==> config.mk <==
export PLATFORM = sky130hd
export DESIGN_NAME = regfile
export DESIGN_NICKNAME = d
export VERILOG_FILES = /design/src/rtl/regfile.sv
export SDC_FILE = /design/constraint.sdc
export NUM_CORES = 2
export LEC_CHECK = 0
export BUFFER_PORTS_ARGS = -buffer_cell sky130_fd_sc_hd__buf_2
export CAP_MARGIN = 0
export CELL_PAD_IN_SITES_DETAIL_PLACEMENT = 1
export CELL_PAD_IN_SITES_GLOBAL_PLACEMENT = 2
export CORE_ASPECT_RATIO = 0.8
export CORE_MARGIN = 2
export CORE_UTILIZATION = 51
export DETAILED_ROUTE_END_ITERATION = 12
export PLACE_DENSITY = 0.9
export SYNTH_ARGS = -nofsm -noshare
export SYNTH_HDL_FRONTEND = slang
export SYNTH_SLANG_ARGS = --single-unit
==> constraint.sdc <==
create_clock -name clk -period 4.5 [get_ports clk]
set_input_delay 0.225 -clock clk [delete_from_list [all_inputs] [get_ports clk]]
set_output_delay 0.225 -clock clk [all_outputs]
set_load 0.005 [all_outputs]
==> src/rtl/regfile.sv <==
// RISC-V integer register file: 32 x 32-bit, x0 hardwired to zero.
// Two combinational read ports with write-through bypass, one write port.
module regfile (
  input  logic        clk,
  input  logic        rst,
  input  logic        wEn,
  input  logic [4:0]  rs1,
  input  logic [4:0]  rs2,
  input  logic [4:0]  rd,
  input  logic [31:0] write_data,
  output logic [31:0] read_data1,
  output logic [31:0] read_data2
);

  logic [31:0] regs [0:31];
  logic        wr_live;
  logic        byp1;
  logic        byp2;

  // A write is live only when it will actually land at the next edge
  assign wr_live = wEn && !rst && (rd != 5'd0);
  assign byp1    = wr_live && (rs1 == rd);
  assign byp2    = wr_live && (rs2 == rd);

  // Storage update: reset wins over a write, writes to x0 are dropped
  always_ff @(posedge clk) begin
    if (rst) begin
      for (int i = 0; i < 32; i++) begin
        regs[i] <= 32'h0;
      end
    end else if (wr_live) begin
      regs[rd] <= write_data;
    end
  end

  // Read port 1: x0 reads zero, in-flight write is forwarded
  always_comb begin
    read_data1 = regs[rs1];
    unique case (1'b1)
      (rs1 == 5'd0): read_data1 = 32'h0;
      byp1:          read_data1 = write_data;
      default:       read_data1 = regs[rs1];
    endcase
  end

  // Read port 2: same rules as port 1, fully independent
  always_comb begin
    read_data2 = regs[rs2];
    unique case (1'b1)
      (rs2 == 5'd0): read_data2 = 32'h0;
      byp2:          read_data2 = write_data;
      default:       read_data2 = regs[rs2];
    endcase
  end

endmodule

Word level (Yosys, flattened, before mapping)
Memories as Yosys holds them, arrays and structs flattened.
Cells that the tools add are included.
{ "totals": {"reg_bits": 0, "ram_bits": 1024, "in_bits": 50, "out_inout_bits": 64, "wordCells": 22, "mem_count": 1} }
{ "mem_list": {"columns": ["memory", "words", "word_bits", "rd", "rd_clocked_by_memory_dff", "wr", "line_no", "source"], "rows": [
  ["regs", 32, 32, 2, 0, 32, "15", "logic [31:0] regs [0:31];"]
]} }
{ "classes": {"n_eq_ne": 2, "n_mux": 10, "n_reduce_logical": 9} }
{ "op_table": {"columns": ["operator", "n"], "rows": [
  ["32-bit case mux with 2 select lines", 2],
  ["32-bit 2-to-1 mux", 1],
  ["32-bit OR reduction", 1],
  ["5-bit == test", 2],
  ["5-bit logical NOT", 2],
  ["1-bit 2-to-1 mux", 6],
  ["5-bit 2-to-1 mux", 1],
  ["5-bit nonzero test", 1],
  ["1-bit logical AND", 4],
  ["1-bit logical NOT", 1]
]} }

Depth between registers and ports, before layout
{ "logic_depth": {"word_depth": 8, "depth_mapped": 10, "ltp_nobuf": 5} }

Worst setup path before layout
OpenSTA, ideal clock, no wires.
{ "synth_path": {"kind": "input to register", "from": "in rst", "to": "mem regs[12][0], enable pin", "setup_time_ns": 0.375, "arrival_ns": 1.827, "required_time_ns": 4.125, "slack_ns": 2.298, "stages": 5, "path_buffers": 1, "path_cell_list": "and2b_1 or3b_2 clkbuf_1 nor2_1 or2_2"} }
{ "synth_lines": {"columns": ["item", "line_no", "source"], "rows": [
  ["start, declared", "5", "input logic rst,"],
  ["end, declared", "15", null]
]} }

Worst setup path after layout
{ "layout_path": {"from": "in rs1[4]", "to": "out read_data1[1]"} }
{ "layout_via": {"elab_chain_cells": 3, "word_cells_on_any_way": 5, "classes_between": "eq/ne: 1; mux: 1; reduce/logical: 2; memory: 1"} }
{ "layout_rtl": {"columns": ["item", "line_no", "source"], "rows": [
  ["start, declared", "7", "input logic [4:0] rs1,"],
  ["branches (longest 2 deep; another with memory 32 x 32 bit)", null, null],
  ["32-bit case mux with 2 select lines *", "39", "unique case (1'b1)"],
  ["end, declared", "11", "output logic [31:0] read_data1,"]
]} }
Every way passes the cells marked *.

==> results.cfg <==
[power_and_ir_drop]
power_density_mw_per_mm2 = 376
p_leak_nw = 20.6
vdd_drop_max_mv = 0.279

[final_layout]
drive_gt1_frac = 0.276
top_regs = regs (1024)
area_delta_synth_final_pct = 10.3
largest-register = regs
post-route-cell-area_mm2 = 0.0604
nets = 3791
largest_register_ffs = 1024
instances_no_fill = 5256

[synth]
synth_top_family_by_area = multiplexers
synth_area_leader_cell = edfxtp_1
yosys.area_share.simple = 0.141
netlist_area_mm2 = 0.0548
synth_compound_gate_area_share = 0.0527
syn_avg_cell_area_um2 = 14.6
synth_area_leaders = edfxtp_1 (56%), mux4_2 (18%), and2_1 (11%), mux2_2 (3.1%), clkbuf_1 (2.1%)
async_flop_share = 0
ys_seq_elements = 1024
syn-instance-count = 3752
synth_flop_cell = edfxtp_1
synth.area.mux_share = 0.212
ys_seq_area_frac = 0.561
yosys_warnings = 0
synth.distinct_cells = 42
synth-adder-area-share = 0
synth_top_area_share = 0.561
synth-xor-area-share = 0.00160
synth_edf_count = 1024

[floorplanning]
initial_core_util = 0.514
row_count = 107
core_mm2 = 0.107
die_w_um = 370
pin_count = 114
die_y_um = 297
dieArea_mm2 = 0.110

[clock_network]
h-tree-depth = 3
cts_hold_buffers = 0
clock-sinks = 1024
postCtsResizedCells = 0
cts_made_buffers = 105
cts-root-buf = clkbuf_16
clk_pin_slew_worst_paths_ps = 70
cts_buffer_depth = 3
cts_setup_buffers = 0
tritoncts = yes

[worst_setup_path]
critPathKind = in -> out
cp.required_ps = 4280
cp-start-kind = primary input
arrival_ps = 3450
cp_max_fo = 30
endpoint_kind = output port

[global_route]
antenna_found_initial = 23
grt_pass1_vias = 38400
grt_pass1_wl_um = 288000
grt.total_usage = 0.371
overflow = 0
grt_max_degree = 71

[route]
post_drt_wl_per_cell_um = 39.1
viasPerCell = 7.20
dr.pass1.iters = 6
drtAntennaViolNets = 0
vias = 37800
first_iter_violations = 6628
remaining_drc_errors = 0
wl_um = 205000

[sta]
setup_viol = 0
drv_slew = 0
relSlewSlack = 0.0965
grt_setup_unrepaired = false
fin_hold_ws_ps = 153
final_hold_viol_count = 0
fmax_ghz = 0.272
fin_crit_sh = 0.817
setup_tns_ps = 0
period_needed_ps = 3680
tightest_slew_ps = 1360

[run_status]
status = finished clean

[flow_run]
cap_violations = 0

[place]
dp_hpwl_um = 126000
gp_congestion = 0.887
io_buffer_count = 113
dp.cells = 5051
dpl-instance-area_mm2 = 0.0573

[min_path]
hold_path.class = in -> reg
holdPathStages = 2
==> layout by cell type (no fill, tap or decap), types with 42 or more instances in the layout <==
cell       synthesis  layout
a22oi_1          134     134
nor3_1            45      42
o22ai_1           64      64
clkbuf_16          0     107
nor2b_1           58      54
nor2_1            80      46
nand2_1           57      57
and2_1           993     993
buf_2             74     106
edfxtp_1        1024    1024
buf_4              9     132
mux4_2           428     428
mux2_2           149     149
a211oi_1          63      63
==> synthesized netlist by cell type (2+ instances only) <==
cell type,instances
a211o_1,32
a211oi_1,63
a21oi_1,33
a221oi_1,11
a22oi_1,134
a32o_1,11
a41oi_1,21
and2_1,993
buf_1,19
buf_2,74
buf_4,9
buf_6,3
clkbuf_1,305
edfxtp_1,1024
inv_1,2
mux2_2,149
mux2i_1,32
mux4_2,428
nand2_1,57
nand2b_1,4
nand3_1,15
nand3b_1,7
nor2_1,80
nor2b_1,58
nor3_1,45
o21ai_0,21
o22ai_1,64
or2_2,32
or3_1,2
or3b_2,3
xnor2_1,10
==> worst paths after layout <==
check,startpoint,to
worst max-delay path,rs1[4],read_data1[1]
worst min-delay path,write_data[22],regs[19][22]
==> cells by family after synthesis <==
| kind of cell | after synthesis |
|---|---|
| AND/OR/NAND/NOR | 1300 |
| AO/OA/AOI/OAI | 396 |
| flip-flops | 1024 |
| other | 1 |
| multiplexers | 609 |
| XOR/XNOR | 10 |
| buffers and inverters | 412 |
==> through the flow <==
stage | power [W] | util | setup slack, ps
global placement | 0.0142 | 0.537 | 1140
global route | 0.0231 | 0.567 | 891
detailed placement | 0.0144 | 0.537 | 1150
finish | 0.0227 | 0.567 | 823
floorplan | 0.0131 | - | 2300
CTS | 0.0226 | 0.567 | 1100
==> critical path, cell delays in order <==
cell      delay, ps
buf_2           790
nand2b_1        630
buf_4           420
nor3_1          220
nor2_1           70
a41oi_1         800
buf_2           260
==> metal layers <==
metal	up-vias	GRT usage	wire, um
met5	-	0	108
met4	18	0.164	9800
met3	563	0.102	27500
met2	3096	0.547	91400
met1	19800	0.519	76500
li1	14300	-	-
==> power by group <==
group          internal (W)  switching, W
Sequential           0.0110      0.000301
Combinational       0.00116       0.00178
Clock               0.00457       0.00387
Total                0.0168       0.00595
==> cell type report <==
type	instances	area, um^2
diodes	14	35.0
clock buffers	137	2790
clock inverters	54	353
fillers	9975	46100
inverters	2	7.51
multi-input cells	2347	22800
flip-flops and latches	1024	30700
well taps	1417	1770
repair buffers	261	1950
Note: power is estimated with default switching activity, not from simulation.
